$ cat src/rtl/nibble_serial_adder.sv
// Multi-cycle WIDTH-bit adder/subtractor: one 4-bit ripple slice, LSB nibble first,
// with the carry held in a register between nibbles and a start/done handshake.
module nibble_serial_adder #(
    parameter int NIBBLES = 4,
    localparam int WIDTH = 4 * NIBBLES
) (
    input  logic             clk,
    input  logic             rst,
    input  logic             start,
    input  logic             sub,
    input  logic [WIDTH-1:0] a,
    input  logic [WIDTH-1:0] b,
    input  logic             cin,
    output logic             busy,
    output logic             done,
    output logic [WIDTH-1:0] sum,
    output logic             cout,
    output logic             ovf
);

    localparam int CNT_W = (NIBBLES > 1) ? $clog2(NIBBLES) : 1;
    localparam logic [CNT_W-1:0] LAST = CNT_W'(NIBBLES - 1);

    typedef enum logic [1:0] {
        IDLE = 2'd0,
        RUN  = 2'd1,
        DONE = 2'd2
    } state_t;

    state_t           state_q, state_d;
    logic [CNT_W-1:0] cnt_q, cnt_d;
    logic             carry_q, carry_d;
    logic [WIDTH-1:0] opa_q, opa_d;
    logic [WIDTH-1:0] opb_q, opb_d;
    logic [WIDTH-1:0] sum_q, sum_d;
    logic             cout_q, cout_d;
    logic             ovf_q, ovf_d;

    logic [CNT_W+1:0] nib_lsb;
    logic [3:0]       nib_a, nib_b, slice_s;
    logic             slice_c, slice_c3;

    assign nib_lsb = {cnt_q, 2'b00};
    assign nib_a   = opa_q[nib_lsb +: 4];
    assign nib_b   = opb_q[nib_lsb +: 4];

    // Ripple chain; the carry entering bit 3 is kept for signed overflow on the MSB nibble.
    always_comb begin
        slice_c  = carry_q;
        slice_c3 = 1'b0;
        slice_s  = '0;
        for (int i = 0; i < 4; i++) begin
            if (i == 3) slice_c3 = slice_c;
            slice_s[i] = nib_a[i] ^ nib_b[i] ^ slice_c;
            slice_c    = (nib_a[i] & nib_b[i]) | (slice_c & (nib_a[i] ^ nib_b[i]));
        end
    end

    always_comb begin
        state_d = state_q;
        cnt_d   = cnt_q;
        carry_d = carry_q;
        opa_d   = opa_q;
        opb_d   = opb_q;
        sum_d   = sum_q;
        cout_d  = cout_q;
        ovf_d   = ovf_q;
        case (state_q)
            IDLE: begin
                if (start) begin
                    opa_d   = a;
                    opb_d   = sub ? ~b : b;
                    carry_d = sub ? 1'b1 : cin;
                    cnt_d   = '0;
                    state_d = RUN;
                end
            end
            RUN: begin
                sum_d[nib_lsb +: 4] = slice_s;
                carry_d             = slice_c;
                cnt_d               = cnt_q + CNT_W'(1);
                if (cnt_q == LAST) begin
                    cout_d  = slice_c;
                    ovf_d   = slice_c3 ^ slice_c;
                    state_d = DONE;
                end
            end
            DONE:    state_d = IDLE;
            default: state_d = IDLE;
        endcase
    end

    always_ff @(posedge clk) begin
        if (rst) begin
            state_q <= IDLE;
            cnt_q   <= '0;
            carry_q <= 1'b0;
            opa_q   <= '0;
            opb_q   <= '0;
            sum_q   <= '0;
            cout_q  <= 1'b0;
            ovf_q   <= 1'b0;
        end else begin
            state_q <= state_d;
            cnt_q   <= cnt_d;
            carry_q <= carry_d;
            opa_q   <= opa_d;
            opb_q   <= opb_d;
            sum_q   <= sum_d;
            cout_q  <= cout_d;
            ovf_q   <= ovf_d;
        end
    end

    assign busy = (state_q == RUN);
    assign done = (state_q == DONE);
    assign sum  = sum_q;
    assign cout = cout_q;
    assign ovf  = ovf_q;

endmodule

$ cat config.mk
export PLATFORM = sky130hd
export DESIGN_NAME = nibble_serial_adder
export DESIGN_NICKNAME = d
export VERILOG_FILES = /design/src/rtl/nibble_serial_adder.sv
export SDC_FILE = /design/constraint.sdc
export NUM_CORES = 1
export LEC_CHECK = 0
export ABC_AREA = 1
export CORE_ASPECT_RATIO = 0.7
export CORE_MARGIN = 3
export CORE_UTILIZATION = 35
export DETAILED_ROUTE_END_ITERATION = 12
export PLACE_DENSITY = 0.71
export REMOVE_ABC_BUFFERS = 1
export SLEW_MARGIN = 20
export SYNTH_ARGS = -nofsm -noshare
export SYNTH_HDL_FRONTEND = slang
export SYNTH_SLANG_ARGS = --single-unit
$ cat constraint.sdc
create_clock -name clk -period 3 [get_ports clk]
set_input_delay 0.3 -clock clk [delete_from_list [all_inputs] [get_ports clk]]
set_output_delay 0.3 -clock clk [all_outputs]
set_load 0.01 [all_outputs]
==> impl_metrics.env, run 1 <==
export IMPL_synth_top_family_by_area="simple AND/OR/NAND/NOR gates"
export IMPL_power_switching_mw=0.476
export IMPL_cts_clk_slew_worst_paths_ps=100
export IMPL_fin_crit_ps=2750
export IMPL_place_gp_congestion=0.923
export IMPL_drt_iter0_drc=156
export IMPL_period_share_pct=91.8
export IMPL_cts_tree="done"
export IMPL_cts_path_max_buffers=2
export IMPL_hold_path_endpoint="opa_q[1]"
export IMPL_maxCapViolations=0
export IMPL_ir_drop_mv=0.196
export IMPL_reg2reg_to="sum[7]"
export IMPL_grt_most_used_layer="met2"
export IMPL_critPathArrivalTime_ps=2960
export IMPL_hold_path_class="reg -> reg"
export IMPL_fin_area_um2=3510
export IMPL_grt_use_met3_pct=3.11
export IMPL_route_vias_total=2477
export IMPL_critPathLaunchType="flop"
export IMPL_syn_avg_cell_area_um2=6.92
export IMPL_synth_most_common_cell="nor2_1"
export IMPL_synth_top_area_share_pct=40.7
export IMPL_antennaDiodeCount=0
export IMPL_die_area_um2=8840
export IMPL_synth_seq_cells=55
export IMPL_hold_depth=2
export IMPL_core_area_um2=7420
export IMPL_cts_root_buf="clkbuf_8"
export IMPL_synthToLayoutAreaGrowth_pct=29.7
export IMPL_synth_xor_xnor_area_share_pct=5.50
export IMPL_p_int_mw=1.19
export IMPL_cp_end_kind="flop"
export IMPL_nets=494
export IMPL_synthFlopType="dfxtp_1"
export IMPL_viasPerCell=4.54
export IMPL_ys_seq_area_share_pct=40.7
export IMPL_fin_hold_ws_ps=463
export IMPL_p_leak_nw=1.48
export IMPL_synth_area_leader_cell="dfxtp_1"
export IMPL_drtPass1Iterations=4
export IMPL_fp_dieW_um=111
export IMPL_finalSetupViolCount=0
export IMPL_drc=0
export IMPL_synth_fa_ha_area_share_pct=5.73
export IMPL_status="finished clean"
export IMPL_portBuffers=56
export IMPL_max_freq_mhz=363
export IMPL_yosys_warnings=0
export IMPL_p_seq_share_pct=48.4
export IMPL_cts_max_level=2
export IMPL_synth_cell_types=20
export IMPL_wl_mm=6.25
export IMPL_worstRegToRegCells=14
export IMPL_synthCells=391
export IMPL_grt_util_all_layers_pct=14.6
export IMPL_hold_violations=0
export IMPL_slew_viol_final=0
export IMPL_cts_hold_buf=0
export IMPL_drive_above_1_share_pct=6.49
export IMPL_required_ps=3210
export IMPL_io_pins=57
export IMPL_max_slew_margin_pct=41.6
export IMPL_die_height_um=79.6
export IMPL_crit_reg2reg_launch="cnt_q[0]"
export IMPL_worstPathMaxFanout=7
export IMPL_synth_edf_count=0
export IMPL_synthTopCellsByArea="dfxtp_1 41%, nor2_1 16%, nand2_1 10%"
export IMPL_grtUsageMet1_pct=19.2
export IMPL_syn_cell_area_um2=2710
export IMPL_postSynth_asyncResetShare_pct=0
export IMPL_grt_pass1_vias=2349
export IMPL_p_comb_share_pct=22.2
export IMPL_pwr_share_clk_pct=29.3
export IMPL_cts_made_buffers=5
export IMPL_drt_antenna_violating_nets=0
export IMPL_rrSetupSlack_ps=250
export IMPL_cts_sinks=55
export IMPL_grt_overflow_total=0
export IMPL_hold_start="opa_q[1]"
export IMPL_clock_skew_ps=4.54
export IMPL_tns_ps=0
export IMPL_synth_mux_area_share_pct=0
export IMPL_grt_max_degree=47
export IMPL_initial_core_util_pct=36.5
export IMPL_place_area_um2=3340
export IMPL_wl_per_cell_um=11.5
export IMPL_worst_pin_slew_ps=873
export IMPL_synth_compound_area_share_pct=10.9
export IMPL_final_core_util_pct=47.3
export IMPL_grt_use_met2_pct=23.3
export IMPL_path_class="reg -> reg"
export IMPL_grt_pass1_wl_mm=10.6
export IMPL_antenna_found_initial=0
export IMPL_rows=26
export IMPL_hpwl_mm=4.67
export IMPL_power_density_nw_per_um2=475
export IMPL_synth_simple_area_share_pct=28.7
export IMPL_worstSkewPairLatency_ps=310
export IMPL_synthTopCellsByCount="112 x nor2_1, 73 x nand2_1, 55 x dfxtp_1, 37 x o21ai_0, 28 x inv_1"
export IMPL_p_sw_share_pct=28.5
==> power groups by stage <==
stage                     Clock, mW  Combinational [mW]  Sequential [mW]
final                         0.489               0.371            0.809
after global routing          0.528               0.421            0.815
after CTS                     0.494               0.357            0.809
after detailed placement          0               0.356            0.826
after global placement            0               0.348            0.825
after floorplan                   0               0.210            0.822
==> critical path, cell delays in order, from the launching register on <==
cell and delay (ps):
dfxtp_4 380, dlymetal6s2s_1 180, o21ai_1 180, a21oi_2 80
fa_2 340, fa_1 360, inv_1 80, fa_2 220
fa_1 430, inv_1 110, nor2_2 40, nand2_1 60
nor2_1 40, nor2_1 80, nor2_1 40
==> cells in the final DEF, fill, tap and decap left out <==
cell / instances
nor2_1: 111
nand2_1: 73
clkdlybuf4s50_1: 56
dfxtp_1: 53
o21ai_0: 36
inv_1: 28
xnor2_1: 17
a21oi_1: 14
nand3_1: 11
buf_4: 11
ha_1: 6
clkbuf_8: 5
o22ai_1: 4
nor3_1: 4
clkinvlp_4: 3
a21oi_2: 3
fa_1: 2
fa_2: 2
dfxtp_4: 2
o21ai_1: 1
inv_2: 1
nor2_2: 1
nand4_1: 1
bufinv_16: 1
dlymetal6s2s_1: 1
==> layout make-up <==
cell class	instances	area [um2]
Fill cell	761	3910
Inverter	31	124
Clock buffer	5	68.8
Sequential cell	55	1110
Multi-Input combinational cell	286	1390
Timing Repair Buffer	68	656
Tap cell	98	123
Clock inverter	2	37.5
==> timing repair <==
action / 4_1_cts / 5_1_grt
pin swaps: 0 / 1
setup endpoints to repair: 2 / 4
setup buffers: 0 / 3
gates resized for setup: 2 / 11
endpoints found under the hold margin: 0 / 0
==> per-layer routing <==
layer / share of wire, % / vias up
li1: - / 1322
met1: 50 / 1084
met2: 42 / 60
met3: 5.3 / 11
met4: 2.1 / 0
met5: 0 / -
==> worst max-delay path by stage <==
stage	slack (ps)	start	end	cells after the start
4_1_cts	20	cnt_q[0]	sum[7]	15
3_3_place_gp	120	cnt_q[0]	sum[7]	15
6_report	250	cnt_q[0]	sum[7]	14
3_5_place_dp	-80	cnt_q[0]	sum[7]	15
5_1_grt	-20	cnt_q[0]	sum[7]	15
2_1_floorplan	-390	cnt_q[0]	sum[7]	15
==> logic make-up after synthesis <==
group / count (synthesis)
DFF: 55
buffers and inverters: 50
and+or+nand+nor: 201
AOI/OAI and AO/OA: 58
xor gates and xnor gates: 17
adders and majority gates: 10
==> state kept, by name (all words and copies together), names as in the netlist <==
register,cells
cout,1
sum,16
opa_q,16
carry_q,1
cnt_q,2
ovf,1
opb_q,16
state_q,2
==> stage by stage <==
step	setup WS [ps]	total power, mW	cells
3_3_place_gp	123	1.17	535
5_1_grt	-19.7	1.76	545
2_1_floorplan	-394	1.03	372
3_5_place_dp	-81.8	1.18	535
6_report	247	1.67	545
4_1_cts	25.0	1.66	542
Note: power is estimated with default switching activity, not from simulation.
==> inputs of run 2 (changes only) <==
--- a/config.mk
+++ b/config.mk
@@ -10,6 +10,7 @@
 export CORE_MARGIN = 3
 export CORE_UTILIZATION = 35
 export DETAILED_ROUTE_END_ITERATION = 12
+export GPL_TIMING_DRIVEN = 0
 export PLACE_DENSITY = 0.71
 export REMOVE_ABC_BUFFERS = 1
 export SLEW_MARGIN = 20
==> run 2 against run 1 <==
  * Maximum frequency is 3.3% lower
  * Cell area is 0.64% lower
  * Sequential share of layout area is 0.20 points higher
  * Clock skew is 2.5 ps higher
  * Global-route usage is 0.15 points lower
  * Sequential power hardly changed
  * Final cell count is 1.3% lower
  * Critical endpoint unchanged
  * Worst hold slack better by 3.2 ps
  * Non-clock buffer count is 8 lower
  * Power is 4.9% higher
  * Worst setup slack worse by 93 ps
  * First-iteration DRC count is 31% lower
==> impl_metrics.env, run 2 (synthesis gave the netlist of run 1 again) <==
export IMPL_initial_core_util_pct=36.5
export IMPL_antennaDiodeCount=0
export IMPL_viasPerCell=4.60
export IMPL_worstPathMaxFanout=7
export IMPL_drive_above_1_share_pct=5.68
export IMPL_required_ps=3180
export IMPL_drtPass1Iterations=4
export IMPL_slew_viol_final=0
export IMPL_finalSetupViolCount=0
export IMPL_cts_max_level=2
export IMPL_cts_root_buf="clkbuf_8"
export IMPL_nets=486
export IMPL_cts_tree="done"
export IMPL_status="finished clean"
export IMPL_clock_skew_ps=7.02
export IMPL_cp_end_kind="flop"
export IMPL_worst_path_max_delay_cell="dfxtp_4"
export IMPL_maxCapViolations=0
export IMPL_cts_clk_slew_worst_paths_ps=100
export IMPL_antenna_found_initial=0
export IMPL_cts_hold_buf=0
export IMPL_cp_num_buf_inv=3
export IMPL_die_height_um=79.6
export IMPL_synthToLayoutAreaGrowth_pct=28.8
export IMPL_crit_family="adder cells"
export IMPL_rows=26
export IMPL_grt_overflow_total=0
export IMPL_ir_drop_mv=0.307
export IMPL_hold_violations=0
export IMPL_path_common_cell="nor2_1"
export IMPL_power_density_nw_per_um2=502
export IMPL_wl_per_cell_um=11.4
export IMPL_critPathArrivalTime_ps=3020
export IMPL_power_total_mw=1.75
export IMPL_portBuffers=56
export IMPL_grt_pass1_wl_mm=10.5
export IMPL_rsz0062_at_grt="yes"
export IMPL_cts_made_buffers=5
export IMPL_fp_dieW_um=111
export IMPL_grt_max_degree=47
export IMPL_hpwl_mm=4.36
export IMPL_grt_util_all_layers_pct=14.4
export IMPL_core_area_um2=7420
export IMPL_fin_crit_ps=2850
export IMPL_drt_antenna_violating_nets=0
export IMPL_layout_commonest_cell="nor2_1"
export IMPL_hold_path_class="reg -> reg"
export IMPL_p_leak_nw=1.45
export IMPL_cts_path_max_buffers=2
export IMPL_critPathLaunchType="flop"
export IMPL_grt_pass1_vias=2333
export IMPL_worst_path_largest_cell_delay_ps=430
export IMPL_max_slew_margin_pct=34.9
export IMPL_worstSkewPairLatency_ps=310
export IMPL_worst_pin_slew_ps=970
export IMPL_tns_ps=0
export IMPL_period_share_pct=94.9
export IMPL_path_class="reg -> reg"
export IMPL_cts_sinks=55
export IMPL_route_vias_total=2474
export IMPL_die_area_um2=8840
export IMPL_place_gp_congestion=0.847
export IMPL_wl_mm=6.12
export IMPL_max_freq_mhz=351
export IMPL_io_pins=57
export IMPL_drt_iter0_drc=108
export IMPL_final_cell_mix="110 x nor2_1, 72 x nand2_1, 56 x clkdlybuf4s50_1, 53 x dfxtp_1, 34 x o21ai_0"
export IMPL_path_cells="buf_6 > o21ai_2 > nor2_1 > a21oi_2 > fa_2 > fa_1 > inv_1 > fa_2 > fa_1 > inv_2 > nor2_4 > nand2_2 > nor2_2 > nor2_1 > nor2_1"
export IMPL_drc=0
run 2: changes by cell type in the layout (fill, tap and decap cells not counted), sizes merged:
cell,previous run,this run
bufinv,1,2
clkinv,0,1
dlymetal6s2s,1,0
buf,11,4
clkbuf,5,6
clkinvlp,3,0
inv,29,30
run 2: power by group:
group	internal, mW	switching, mW	leakage (nW)
registers	0.777	0.0294	0.453
logic	0.165	0.207	0.928
clock network	0.334	0.239	0.0654
total	1.28	0.475	1.45
run 2: metal layers:
metal / track usage (%) / part of all wire, % / up-vias / wire length [um]
li1: - / - / 1306 / -
met1: 18.7 / 48 / 1100 / 2910
met2: 24.6 / 46 / 61 / 2790
met3: 3.18 / 5.8 / 7 / 356
met4: 3.65 / 1.0 / 0 / 61
met5: 0 / 0 / - / 0
run 2: worst paths after layout:
| check | from | end | slack (ps) | depth (start not counted) |
|---|---|---|---|---|
| hold / removal | opa_q[1] | opa_q[1] | 470 | 2 |
| setup reg to reg | cnt_q[0] | sum[7] | 150 | 15 |
| setup / recovery | cnt_q[0] | sum[7] | 150 | 15 |
| hold reg to reg | opa_q[1] | opa_q[1] | 470 | 2 |
run 2: tightest hold or removal path: stages, from the launching register on:
cell,delay [ps]
dfxtp_1,310
inv_1,60
a21oi_1,60
run 2: final cells by class:
| cell class | instances | area (um2) |
|---|---|---|
| Clock buffer | 6 | 72.6 |
| Clock inverter | 2 | 60.1 |
| Fill cell | 755 | 3930 |
| Inverter | 31 | 126 |
| Multi-Input combinational cell | 286 | 1400 |
| Sequential cell | 55 | 1110 |
| Tap cell | 98 | 123 |
| Timing Repair Buffer | 60 | 594 |
run 2: repair_timing:
action,in CTS,in global routing
buffers inserted,1,3
cloned,0,0
pin swaps,0,4
gates resized for setup,7,16
endpoints found under the setup margin,19,3
run 2: stage by stage:
stage          utilization (%)  cells  hold WS [ps]  worst slack [ps]  cell area, um2
2_1_floorplan                -    372           369              -394            2590
3_3_place_gp              44.2    526           438             -1260            3280
3_5_place_dp              44.2    526           448             -1300            3280
4_1_cts                   46.3    535           463              16.3            3430
5_1_grt                   47.0    538           472             -25.3            3490
6_report                  47.0    538           466               154            3490
==> inputs of run 3 (changes only) <==
--- a/config.mk
+++ b/config.mk
@@ -6,12 +6,14 @@
 export NUM_CORES = 1
 export LEC_CHECK = 0
 export ABC_AREA = 1
+export CELL_PAD_IN_SITES_DETAIL_PLACEMENT = 1
+export CELL_PAD_IN_SITES_GLOBAL_PLACEMENT = 2
 export CORE_ASPECT_RATIO = 0.7
 export CORE_MARGIN = 3
-export CORE_UTILIZATION = 35
+export CORE_UTILIZATION = 25
 export DETAILED_ROUTE_END_ITERATION = 12
 export GPL_TIMING_DRIVEN = 0
-export PLACE_DENSITY = 0.71
+export PLACE_DENSITY = 0.86
 export REMOVE_ABC_BUFFERS = 1
 export SLEW_MARGIN = 20
 export SYNTH_ARGS = -nofsm -noshare
==> constraint.sdc (replaced) <==
create_clock -name clk -period 2.6 [get_ports clk]
set_input_delay 0.26 -clock clk [delete_from_list [all_inputs] [get_ports clk]]
set_output_delay 0.26 -clock clk [all_outputs]
set_load 0.01 [all_outputs]
==> run 3 against run 2 <==
  * The run now ends with setup timing left
  * Register-to-register slack got worse by 290 ps
  * First-iteration DRC count up 41%
  * Utilization shrank 12 points
  * Routed wire length increased by 27%
  * Clock power is 31% higher
  * Global-route usage decreased by 1.4 points
  * Final cell count rose by 7.6%
  * Non-clock buffer count increased by 8
==> impl_metrics.env, run 3 (synthesis gave the netlist of run 1 again) <==
export IMPL_critPathLaunchType="flop"
export IMPL_cts_sinks=55
export IMPL_rsz0062_at_grt="yes"
export IMPL_grt_pass1_vias=2641
export IMPL_drt_iter0_drc=152
export IMPL_critPathArrivalTime_ps=2890
export IMPL_wl_per_cell_um=13.4
export IMPL_cts_path_max_buffers=2
export IMPL_grt_overflow_total=0
export IMPL_initial_core_util_pct=26.0
export IMPL_grt_max_degree=47
export IMPL_drt_antenna_violating_nets=0
export IMPL_power_density_nw_per_um2=593
export IMPL_max_freq_mhz=366
export IMPL_nets=494
export IMPL_p_int_mw=1.58
export IMPL_wl_mm=7.76
export IMPL_power_switching_mw=0.616
export IMPL_route_met2_wl_mm=3.40
export IMPL_synthToLayoutAreaGrowth_pct=36.9
export IMPL_final_cell_mix="108 x nor2_1, 70 x nand2_1, 56 x clkdlybuf4s50_1, 53 x dfxtp_1, 30 x o21ai_0"
export IMPL_grt_pass1_wl_mm=12.8
export IMPL_die_area_um2=12100
export IMPL_slew_viol_final=0
export IMPL_p_seq_share_pct=42.6
export IMPL_status="finished with violations"
export IMPL_maxCapViolations=0
export IMPL_power_total_mw=2.20
export IMPL_drc=0
export IMPL_die_height_um=93.1
export IMPL_drive_above_1_share_pct=11.0
export IMPL_viasPerCell=4.38
export IMPL_worstSkewPairLatency_ps=290
export IMPL_highest_layer="met4"
export IMPL_hold_path_class="reg -> reg"
export IMPL_path_class="reg -> reg"
export IMPL_worstPathMaxFanout=7
export IMPL_rows=31
export IMPL_cts_max_level=2
export IMPL_cts_made_buffers=5
export IMPL_fin_crit_ps=2730
export IMPL_period_share_pct=105
export IMPL_portBuffers=56
export IMPL_grt_util_all_layers_pct=13.0
export IMPL_antennaDiodeCount=0
export IMPL_p_sw_share_pct=28.1
export IMPL_pwr_share_clk_pct=34.2
export IMPL_violations="setup timing"
export IMPL_p_leak_nw=1.51
export IMPL_worst_pin_slew_ps=932
export IMPL_antenna_found_initial=0
export IMPL_drtPass1Iterations=4
export IMPL_hpwl_mm=5.29
export IMPL_clock_skew_ps=5.39
export IMPL_place_gp_congestion=0.744
export IMPL_finalSetupViolCount=4
export IMPL_fin_ws_ps=-132
export IMPL_cts_clk_slew_worst_paths_ps=70
export IMPL_route_vias_total=2537
export IMPL_cts_root_buf="clkbuf_16"
export IMPL_required_ps=2760
export IMPL_cts_tree="done"
export IMPL_cp_end_kind="flop"
export IMPL_ir_drop_mv=0.284
export IMPL_m1WireLength_mm=3.92
export IMPL_p_comb_share_pct=23.2
export IMPL_io_pins=57
export IMPL_layout_commonest_cell="nor2_1"
export IMPL_hold_violations=0
export IMPL_fp_dieW_um=130
export IMPL_max_slew_margin_pct=37.7
export IMPL_tns_ps=-376
export IMPL_core_area_um2=10400
export IMPL_dr_wl_met3_um=341
export IMPL_post_place_ws_ps=-1890
## run 3: cell count changes in the layout (fill, tap and decap cells not counted), sizes merged
cell / change
buf: +8
bufinv: -1
clkinv: +1
inv: -1
## run 3: layout make-up
type | count | area [um2]
Clock buffer | 6 | 129
Clock inverter | 1 | 30.0
Fill cell | 1276 | 6730
Inverter | 31 | 136
Multi-Input combinational cell | 286 | 1470
Sequential cell | 55 | 1110
Tap cell | 132 | 165
Timing Repair Buffer | 68 | 666
## run 3: timing repair
action / CTS / global route
gates resized for setup: 34 / 17
endpoints found under the hold margin: 0 / 0
pin swaps: 12 / 16
setup buffers: 7 / 5
endpoints found under the setup margin: 20 / 10
hold buffers: 0 / 0
## run 3: worst max-delay path, stage by stage (launching register included)
cell and delay, ps:
dfxtp_4 450, o21ai_2 80, nor2_2 150, a21oi_4 60, fa_2 390, fa_2 350, inv_2 60, fa_2 200
fa_2 480, inv_4 90, nor2_4 30, nand2_1 60, nor2_1 50, nor2_1 110, nor2_1 40
## run 3: path summary, 6_finish.rpt
path | startpoint | end | slack [ps] | depth (start not counted)
worst min register to register | opa_q[1] | opa_q[1] | 470 | 2
worst max register to register | cnt_q[0] | sum[7] | -130 | 14
worst max-delay path | cnt_q[0] | sum[7] | -130 | 14
worst min-delay path | opa_q[1] | opa_q[1] | 470 | 2
## run 3: per-layer routing
metal  up-vias  track usage, %
li1       1323               -
met1      1158            18.9
met2        46            20.0
met3        10            2.28
met4         0            2.91
met5         -               0
## run 3: stage by stage
stage | util [%] | cell area, um2 | instances | hold WS (ps)
final | 35.5 | 3710 | 579 | 467
after global routing | 35.5 | 3710 | 579 | 509
after CTS | 34.6 | 3610 | 574 | 471
after detailed placement | 31.8 | 3320 | 560 | 450
after global placement | 31.8 | 3320 | 560 | 435
after floorplan | - | 2590 | 372 | 329
## run 3: power groups by stage
stage          clock, mW  combinational, mW  sequential (mW)
3_5_place_dp           0              0.407            0.960
6_report           0.751              0.510            0.936
3_3_place_gp           0              0.397            0.957
2_1_floorplan          0              0.242            0.949
4_1_cts            0.760              0.465            0.933
5_1_grt            0.805              0.572            0.943
